File: src/rtl/mux_select_arbiter.sv
// Round-robin select arbiter for a downstream 4:1 mux: registered select/grant/valid, one idle cycle between grants.
// Optional hold-time limit with forced release and timeout pulse is enabled by defining ARB_TIMEOUT_EN.
module mux_select_arbiter #(
    parameter int unsigned MAX_HOLD = 8
) (
    input  logic       clk,
    input  logic       rst_n,
    input  logic [3:0] req,
    input  logic       done,
    output logic [1:0] select,
    output logic [3:0] grant,
    output logic       valid,
    output logic       timeout
);

    typedef enum logic {
        S_IDLE  = 1'b0,
        S_GRANT = 1'b1
    } state_t;

    state_t     r_state;
    logic [1:0] r_select;
    logic [1:0] r_ptr;
    logic [3:0] r_grant;
    logic       r_valid;

    logic [1:0] w_pick;
    logic       w_normal_rel;
    logic       w_force;
    logic       w_release;

    // First requester at or after the round-robin pointer, wrapping modulo 4.
    function automatic logic [1:0] f_scan(input logic [3:0] req_v, input logic [1:0] start);
        logic [1:0] idx;
        logic [1:0] res;
        logic       found;
        res   = start;
        found = 1'b0;
        for (int k = 0; k < 4; k++) begin
            idx = start + k[1:0];
            if (!found && req_v[idx]) begin
                res   = idx;
                found = 1'b1;
            end
        end
        return res;
    endfunction

    function automatic logic [3:0] f_onehot(input logic [1:0] idx);
        return 4'b0001 << idx;
    endfunction

    if (MAX_HOLD < 2 || MAX_HOLD > 15) begin : g_bad_max_hold
        $error("mux_select_arbiter: MAX_HOLD must be in 2..15");
    end

    assign w_pick       = f_scan(req, r_ptr);
    assign w_normal_rel = done || !req[r_select];
    assign w_release    = w_normal_rel || w_force;

`ifdef ARB_TIMEOUT_EN
    localparam logic [3:0] HOLD_LAST = 4'(MAX_HOLD - 1);

    logic [3:0] r_hold;
    logic       r_timeout;

    assign w_force = (r_state == S_GRANT) && (r_hold == HOLD_LAST) && !w_normal_rel;

    // Hold counter runs only while granted; timeout pulses for the cycle after a forced release.
    always_ff @(posedge clk or negedge rst_n) begin
        if (!rst_n) begin
            r_hold    <= 4'd0;
            r_timeout <= 1'b0;
        end else begin
            r_timeout <= w_force;
            if (r_state == S_GRANT) begin
                r_hold <= r_hold + 4'd1;
            end else begin
                r_hold <= 4'd0;
            end
        end
    end

    assign timeout = r_timeout;
`else
    assign w_force = 1'b0;
    assign timeout = 1'b0;
`endif

    // Arbitration FSM; the pointer advances past the owner on every release so a re-request loses priority.
    always_ff @(posedge clk or negedge rst_n) begin
        if (!rst_n) begin
            r_state  <= S_IDLE;
            r_select <= 2'd0;
            r_ptr    <= 2'd0;
            r_grant  <= 4'd0;
            r_valid  <= 1'b0;
        end else begin
            case (r_state)
                S_IDLE: begin
                    if (|req) begin
                        r_state  <= S_GRANT;
                        r_select <= w_pick;
                        r_grant  <= f_onehot(w_pick);
                        r_valid  <= 1'b1;
                    end else begin
                        r_grant <= 4'd0;
                        r_valid <= 1'b0;
                    end
                end
                S_GRANT: begin
                    if (w_release) begin
                        r_state <= S_IDLE;
                        r_grant <= 4'd0;
                        r_valid <= 1'b0;
                        r_ptr   <= r_select + 2'd1;
                    end else begin
                        r_grant <= f_onehot(r_select);
                        r_valid <= 1'b1;
                    end
                end
                default: begin
                    r_state <= S_IDLE;
                    r_grant <= 4'd0;
                    r_valid <= 1'b0;
                end
            endcase
        end
    end

    assign select = r_select;
    assign grant  = r_grant;
    assign valid  = r_valid;

endmodule

File: config.mk
export PLATFORM = sky130hd
export DESIGN_NAME = mux_select_arbiter
export DESIGN_NICKNAME = d
export VERILOG_FILES = /design/src/rtl/mux_select_arbiter.sv
export SDC_FILE = /design/constraint.sdc
export NUM_CORES = 1
export LEC_CHECK = 0
export ABC_AREA = 1
export BUFFER_PORTS_ARGS = -buffer_cell sky130_fd_sc_hd__buf_2
export CAP_MARGIN = 20
export CORE_MARGIN = 1
export CORE_UTILIZATION = 35
export DETAILED_ROUTE_END_ITERATION = 10
export PLACE_DENSITY = 0.63
export SLEW_MARGIN = 5
export SYNTH_ARGS = -nofsm -noshare
export SYNTH_HDL_FRONTEND = slang
export SYNTH_SLANG_ARGS = --single-unit
File: constraint.sdc
create_clock -name clk -period 1.7 [get_ports clk]
set_input_delay 0.34 -clock clk [delete_from_list [all_inputs] [get_ports clk]]
set_output_delay 0.34 -clock clk [all_outputs]
set_load 0.005 [all_outputs]
==> results by group, run 1 <==
Clocking
  • Number of buffers created by CTS: 3
  • CTS Root Buffer Type: clkbuf_4
  • CTS tree: done
  • Reg clk slew, reported paths: 60 ps
  • Clock buffer depth: 2
  • Worst-Skew Late Latency: 260 ps
  • Clock Sinks: 9
  • CTS H-Tree Depth: 1

Cells and area
  • Synth-to-Final Area Change: 20.0%
  • Finished Layout Cells: 165
  • Final Core Density: 45.5%
  • Layout cell share with drive strength beyond 1: 24.6%
  • Most frequent cells in the layout: nand2_1 (53), buf_2 (13), nand3_1 (11)
  • Diode count: 0
  • Nets: 150
  • Commonest non-fill, non-tap cell in the layout: nand2_1
  • Final Cell Area: 901 um2

Drt
  • DRT antenna net count: 0
  • DR WL/cell: 9.64 um
  • DR pass1 iterations: 4
  • Drt drc: 0
  • Vias per cell: 4.59
  • First DRT Iteration DRCs: 12
  • Via Count: 757
  • Routed wire length: 1590 um

Worst setup path
  • CP startpoint kind: flop
  • Critical Path AT: 1730 ps
  • Critical Path RT: 1860 ps
  • CP endpoint kind: flop
  • Critical path fanouts, max: 4
  • WS Path Type: flop to flop

Floorplan
  • Initial Util: 37.9%
  • Ports: 15
  • Die area: 2330 um2
  • Die Width: 48.3 um
  • Die Y: 48.3 um
  • Site row count: 16
  • Core Region: 1980 um2

GRT
  • Total track usage: 15.2%
  • Largest net degree at the start of global routing: 10
  • Initial antenna violation count: 0
  • Overflow after GRT: 0
  • First-pass GRT wire length: 2710 um
  • Vias in the first global route: 641

Power and ir drop
  • Power per Cell Area: 2000 nW/um2
  • Leakage power: 0.532 nW
  • Peak VDD IR: 857 uV

Run status
  • Status: completed

STA
  • Hold Slack: 415 ps
  • Final Slew Violations: 0
  • Tmin final: 1570 ps
  • Fmax: 0.637 GHz
  • Final worst slack: 130 ps
  • Period utilization: 92.3%
  • Final hold violations: 0
  • Skew final: 1.55 ps
  • Final setup viols: 0

Placed design
  • DP HPWL: 1270 um
  • IO buf count: 13
  • Setup WS pre-CTS: 104 ps
  • GP Congestion: 0.820
  • DP Cell Count: 158
  • Area after DPL: 838 um2

Logic synthesis
  • Synth Area per Inst: 6.31 um2
  • Seq/Total Area, Yosys: 30.0%
  • Cell variety after synth: 19
  • Synthesized area: 751 um2
  • Mapped Cells: 119
  • Syn. warnings: 0
  • Mapped Nets: 130
  • Yosys reg bits: 9

Run
  • Max_cap viols: 0

Hold path
  • Hold Path Class: primary input to flop
where the power goes:
group / leakage, nW / switching [mW] / internal [mW] / total, mW
clock network: 0.0150 / 0.0736 / 0.0904 / 0.164
logic: 0.406 / 0.773 / 0.450 / 1.22
registers: 0.111 / 0.103 / 0.312 / 0.415
total: 0.532 / 0.949 / 0.852 / 1.80
cells by family after synthesis:
logic type                 synth area share (%)
and+or+nand+nor                            45.8
buffers and inverters                      8.50
AOI/OAI and AO/OA                          8.50
DFF                                        30.0
adders and majority gates                  6.67
other                                     0.500
worst paths after layout:
kind,end,slack [ps],start,cells past startpoint
max,grant[1],130,r_ptr[0],13
min,valid,410,done,4
max reg2reg,grant[1],130,r_ptr[0],13
min reg2reg,select[1],580,select[1],2
max in group asynchronous,r_ptr[1],1050,rst_n,2
min in group asynchronous,select[1],460,rst_n,2
worst max-delay path: stages (launching register included):
cell and delay (ps):
dfrtp_2 440, clkbuf_2 150, nand2_1 80, nand2_2 80, nand2_1 70, nand2_2 80
nor2_4 100, nand2_2 100, nand2_1 90, o21ai_2 60, nand2_2 80, inv_1 40
nand2_1 50, nand2_1 40
through the flow:
step,power [mW],setup TNS (ps)
after global routing,2.02,-4.54
final,1.80,0
after CTS,1.74,0
after global placement,1.56,0
after floorplan,1.33,0
after detailed placement,1.57,0
metal layers:
metal / routed length [um] / global-route usage, % / vias up
met5: 0 / 0 / -
met4: 30 / 7.35 / 0
met3: 42 / 4.72 / 4
met2: 741 / 23.7 / 8
met1: 776 / 19.1 / 334
li1: - / - / 411
registers in the layout (all words and copies together), names as in the netlist:
register	flops
r_ptr	2
select	2
grant	4
valid	1
area by class of cell:
type | instances | area (um2)
inverter | 12 | 50.0
sequential | 9 | 228
tap | 27 | 33.8
fill | 218 | 1080
multi-input combinational | 96 | 468
timing repair buffer | 17 | 95.1
clock buffer | 4 | 26.3
Yosys cell counts:
master	count	area (um2)
inv_1	10	37.5
nand4_1	1	6.26
nor2_1	5	18.8
o21ai_2	1	8.76
nand2_1	53	199
ha_1	4	50.1
nor2_4	1	11.3
buf_6	1	11.3
nand3_2	1	10.0
conb_1	1	3.75
nand2_2	6	37.5
a21oi_1	3	15.0
nor4_1	1	6.26
o21ai_0	6	30.0
dfrtp_1	9	225
o21ai_1	2	10.0
buf_4	1	7.51
nand3_1	11	55.1
inv_2	2	7.51
what timing repair did:
action                                 CTS  global route
hold buffers                             1             0
endpoints found under the hold margin    9             0
resized for setup                        0             7
setup buffers                            0             2
setup endpoints to repair                0             5
No activity file was read; power rests on OpenSTA's default activity.
==> run 2: changes to the inputs <==
--- a/config.mk
+++ b/config.mk
@@ -12,6 +12,7 @@
 export CORE_UTILIZATION = 35
 export DETAILED_ROUTE_END_ITERATION = 10
 export PLACE_DENSITY = 0.63
+export RECOVER_POWER = 100
 export SLEW_MARGIN = 5
 export SYNTH_ARGS = -nofsm -noshare
 export SYNTH_HDL_FRONTEND = slang
==> results by group, run 2 (synthesis results as in run 1) <==
Worst setup path
  • Critical path buffers and inverters: 2
  • Critical path fanouts, max: 4
  • WS Path Type: flop to flop
  • CP Cell Sequence: clkbuf_2 > nand2_1 > nand2_2 > nand2_1 > nand2_2 > nor2_4 > nand2_2 > nand2_1 > o21ai_2 > nand2_2 > inv_1 > nand2_1 > nand2_1
  • CP endpoint kind: flop
  • CP max stage delay: 440 ps
  • CP startpoint kind: flop
  • CP most frequent cell: nand2_1
  • Slowest CP cell: dfrtp_2
  • Critical Path RT: 1860 ps
  • Critical path's top delay family: simple AND/OR/NAND/NOR gates
  • Critical Path AT: 1730 ps

Drt
  • DRT antenna net count: 0
  • Routed wire length: 1590 um
  • Vias per cell: 4.58
  • Via Count: 756
  • Drt drc: 0
  • DR WL/cell: 9.64 um
  • DR pass1 iterations: 4
  • First DRT Iteration DRCs: 12

Clocking
  • Clock Sinks: 9
  • Worst-Skew Late Latency: 260 ps
  • CTS H-Tree Depth: 1
  • CTS tree: done
  • CTS Root Buffer Type: clkbuf_4
  • Clock buffer depth: 2
  • Number of buffers created by CTS: 3
  • Reg clk slew, reported paths: 60 ps

STA
  • Final Slew Violations: 0
  • Tmin final: 1570 ps
  • Period utilization: 92.3%
  • Fmax: 0.637 GHz
  • Setup TNS: 0 ps
  • Final hold violations: 0
  • Final setup viols: 0
  • Hold Slack: 415 ps
  • Skew final: 1.55 ps

Floorplan
  • Core Region: 1980 um2
  • Ports: 15
  • Site row count: 16
  • Die Width: 48.3 um
  • Initial Util: 37.9%
  • Die area: 2330 um2
  • Die Y: 48.3 um

Placed design
  • DP HPWL: 1270 um
  • DP Cell Count: 158
  • GP Congestion: 0.820
  • IO buf count: 13

GRT
  • Overflow after GRT: 0
  • Vias in the first global route: 641
  • Total track usage: 15.2%
  • Largest net degree at the start of global routing: 10
  • First-pass GRT wire length: 2710 um
  • Initial antenna violation count: 0

Power and ir drop
  • Total Power: 1.80 mW
  • Leakage power: 0.523 nW
  • Power per Cell Area: 2000 nW/um2
  • Peak VDD IR: 842 uV

Cells and area
  • Layout cell share with drive strength beyond 1: 22.5%
  • Nets: 150
  • Fill count: 218
  • Final Core Density: 45.3%
  • Commonest non-fill, non-tap cell in the layout: nand2_1
  • Diode count: 0
  • Finished Layout Cells: 165
  • Most frequent cells in the layout: nand2_1 (53), nand3_1 (11), inv_1 (10), buf_2 (10), dfrtp_1 (7)
  • Max reg flops: 4
  • Synth-to-Final Area Change: 19.5%

Hold path
  • Hold Path Class: primary input to flop

Run
  • Max_cap viols: 0

Run status
  • Status: completed
==> run 2: cell types whose count changed in the layout (fill, tap and decap cells not counted) <==
cell,change
clkbuf_1,+3
buf_2,-3
==> run 2: routing by layer <==
metal	GRT usage, %	up-vias	part of all wire (%)
met3	4.72	4	2.6
met4	7.35	0	1.9
li1	-	411	-
met5	0	-	0
met1	19.1	333	49
met2	23.7	8	47
==> run 2: path summary, 6_finish.rpt <==
check	depth (start not counted)	to	slack, ps	start
worst max-delay path	13	grant[1]	130	r_ptr[0]
worst min-delay path	4	valid	410	done
worst max register to register	13	grant[1]	130	r_ptr[0]
worst min register to register	2	select[1]	580	select[1]
max in group asynchronous	2	r_ptr[1]	810	rst_n
min in group asynchronous	2	select[1]	550	rst_n
==> run 2: area by class of cell <==
cell class | count | area (um2) | share of cell area, %
inverter | 12 | 50.0 | 5.58
sequential | 9 | 228 | 25.4
tap | 27 | 33.8 | 3.77
clock buffer | 4 | 26.3 | 2.93
multi-input combinational | 96 | 468 | 52.2
timing repair buffer | 17 | 91.3 | 10.2
==> run 2: stage by stage <==
stage,setup WS [ps],area [um2]
final,130,897
after floorplan,257,751
after global placement,129,838
after detailed placement,104,838
after CTS,88.1,875
after global routing,-4.54,897
==> run 2: timing repair <==
action / in CTS / in global routing
setup endpoints to repair: 0 / 5
hold buffers: 1 / 0
setup buffers: 0 / 2
endpoints found under the hold margin: 9 / 0
resized for setup: 0 / 7
==> run 2: power breakdown <==
group / internal (mW) / switching [mW] / leakage, nW
Combinational: 0.445 / 0.773 / 0.397
Sequential: 0.312 / 0.103 / 0.111
Clock: 0.0904 / 0.0736 / 0.0150
Total: 0.848 / 0.949 / 0.523
==> run 2: tightest hold or removal path: stages <==
cell and delay, ps:
buf_2 70, inv_1 30, nand2_1 110, o21ai_0 90
==> run 3: changes to the inputs <==
--- a/config.mk
+++ b/config.mk
@@ -9,9 +9,9 @@
 export BUFFER_PORTS_ARGS = -buffer_cell sky130_fd_sc_hd__buf_2
 export CAP_MARGIN = 20
 export CORE_MARGIN = 1
-export CORE_UTILIZATION = 35
+export CORE_UTILIZATION = 40
 export DETAILED_ROUTE_END_ITERATION = 10
-export PLACE_DENSITY = 0.63
+export PLACE_DENSITY = 0.69
 export RECOVER_POWER = 100
 export SLEW_MARGIN = 5
 export SYNTH_ARGS = -nofsm -noshare
==> results by group, run 3 (synthesis results as in run 1) <==
Cells and area
  • Synth-to-Final Area Change: 24.5%
  • Final Cell Area: 935 um2
  • Most frequent cells in the layout: nand2_1 (47), nand3_1 (11), nand2_2 (10)
  • Final Core Density: 53.5%
  • Max reg flops: 4
  • Commonest non-fill, non-tap cell in the layout: nand2_1
  • Diode count: 0
  • FF/Latch Area: 228 um2
  • Fill count: 181
  • Nets: 151
  • Finished Layout Cells: 164
  • Area of the multi-input gates: 494 um2
  • Layout cell share with drive strength beyond 1: 24.5%

Drt
  • First DRT Iteration DRCs: 19
  • Routed wire length: 1570 um
  • DRT antenna net count: 0
  • DR WL/cell: 9.60 um
  • DR pass1 iterations: 4
  • Via Count: 778
  • Drt drc: 0
  • Vias per cell: 4.74

Placed design
  • DP Cell Count: 156
  • GP Congestion: 0.792
  • IO buf count: 13
  • Area after DPL: 836 um2
  • DP HPWL: 1220 um

GRT
  • Total track usage: 16.5%
  • Vias in the first global route: 630
  • Initial antenna violation count: 0
  • First-pass GRT wire length: 2520 um
  • Largest net degree at the start of global routing: 10
  • Overflow after GRT: 0

Floorplan
  • Initial Util: 43.0%
  • Core Region: 1750 um2
  • Site row count: 15
  • Ports: 15
  • Die Width: 45.3 um
  • Die area: 2050 um2
  • Die Y: 45.3 um

Worst setup path
  • CP max stage delay: 460 ps
  • CP most frequent cell: nand2_2
  • R2R setup slack: 110 ps
  • Critical path fanouts, max: 5
  • Slowest CP cell: dfrtp_2
  • Reg2reg end: grant[1]
  • R2r startpoint: r_ptr[0]
  • CP startpoint: r_ptr[0]
  • CP endpoint kind: flop
  • Critical Path RT: 1850 ps
  • CP Cell Sequence: buf_6 > nand2_1 > nand2_2 > nand2_2 > nand2_2 > nor2_4 > nand2_4 > nand2_4 > o21ai_4 > nand2_2 > inv_1 > nand2_1 > nand2_1
  • CP endpoint: grant[1]
  • WS Path Type: flop to flop
  • CP startpoint kind: flop
  • Critical Path AT: 1740 ps
  • Reg2Reg Depth: 13

Clocking
  • Number of buffers created by CTS: 3
  • Worst-Skew Late Latency: 260 ps
  • Reg clk slew, reported paths: 60 ps
  • CTS H-Tree Depth: 1
  • Clock buffer depth: 2
  • CTS Root Buffer Type: clkbuf_4
  • Clock Sinks: 9
  • CTS tree: done

STA
  • Final Slew Violations: 0
  • Final setup viols: 0
  • Tmin final: 1590 ps
  • Fmax: 0.629 GHz
  • Skew final: 4.48 ps
  • Hold Slack: 405 ps
  • Period utilization: 93.6%
  • Final hold violations: 0

Power and ir drop
  • Leakage power: 0.527 nW
  • Peak VDD IR: 1000 uV
  • Power per Cell Area: 2060 nW/um2
  • Total Power: 1.92 mW

Run status
  • Status: completed

Hold path
  • Hold Path Class: primary input to flop

Run
  • Max_cap viols: 0
==> run 3: changes by cell type in the layout (fill, tap and decap cells not counted), sizes merged <==
cell	change
clkbuf	+2
buf	-1
==> run 3: layout make-up <==
type / count / share of cell area [%]
Clock buffer: 4 / 2.81
Inverter: 12 / 5.35
Multi-Input combinational cell: 96 / 52.9
Sequential cell: 9 / 24.4
Tap cell: 25 / 3.35
Timing Repair Buffer: 18 / 11.2
==> run 3: how the worst min path moves through the flow <==
stage / from / slack (ps) / cells past startpoint / end
5_1_grt: done / 420 / 4 / valid
3_5_place_dp: rst_n / 210 / 1 / grant[2]
6_report: done / 400 / 4 / valid
2_1_floorplan: rst_n / 40 / 0 / grant[0]
4_1_cts: done / 410 / 4 / valid
3_3_place_gp: rst_n / 200 / 1 / grant[2]
==> run 3: critical path, delay by kind of cell (launching register included) <==
kind            cells  cell delay, ps
compound gates      1              50
buf+inv             2             180
flops               1             460
simple gates       10             780
==> run 3: metrics by stage <==
step | worst slack, ps | setup TNS, ps
CTS | 73.9 | 0
detailed placement | 98.5 | 0
global route | -6.91 | -6.91
finish | 110 | 0
floorplan | 257 | 0
global placement | 138 | 0
==> run 3: report_power, final <==
group          internal (mW)  leakage [nW]  switching (mW)  total (mW)
Clock                 0.0902        0.0150          0.0710       0.161
Combinational          0.510         0.401           0.834        1.34
Sequential             0.312         0.111           0.107       0.419
Total                  0.913         0.527            1.01        1.92
==> run 3: repair_timing <==
action                     in CTS  in global routing
hold endpoints to repair        9                  0
hold buffers                    1                  0
buffers inserted                0                  3
setup endpoints to repair       0                  6
resized for setup               0                 19
==> run 3: per-layer routing <==
layer / wire, um / up-vias / global-route usage, %
met5: 0 / - / 0
met2: 792 / 10 / 27.5
met4: 5 / 0 / 3.64
li1: - / 417 / -
met1: 737 / 349 / 22.5
met3: 39 / 2 / 2.40
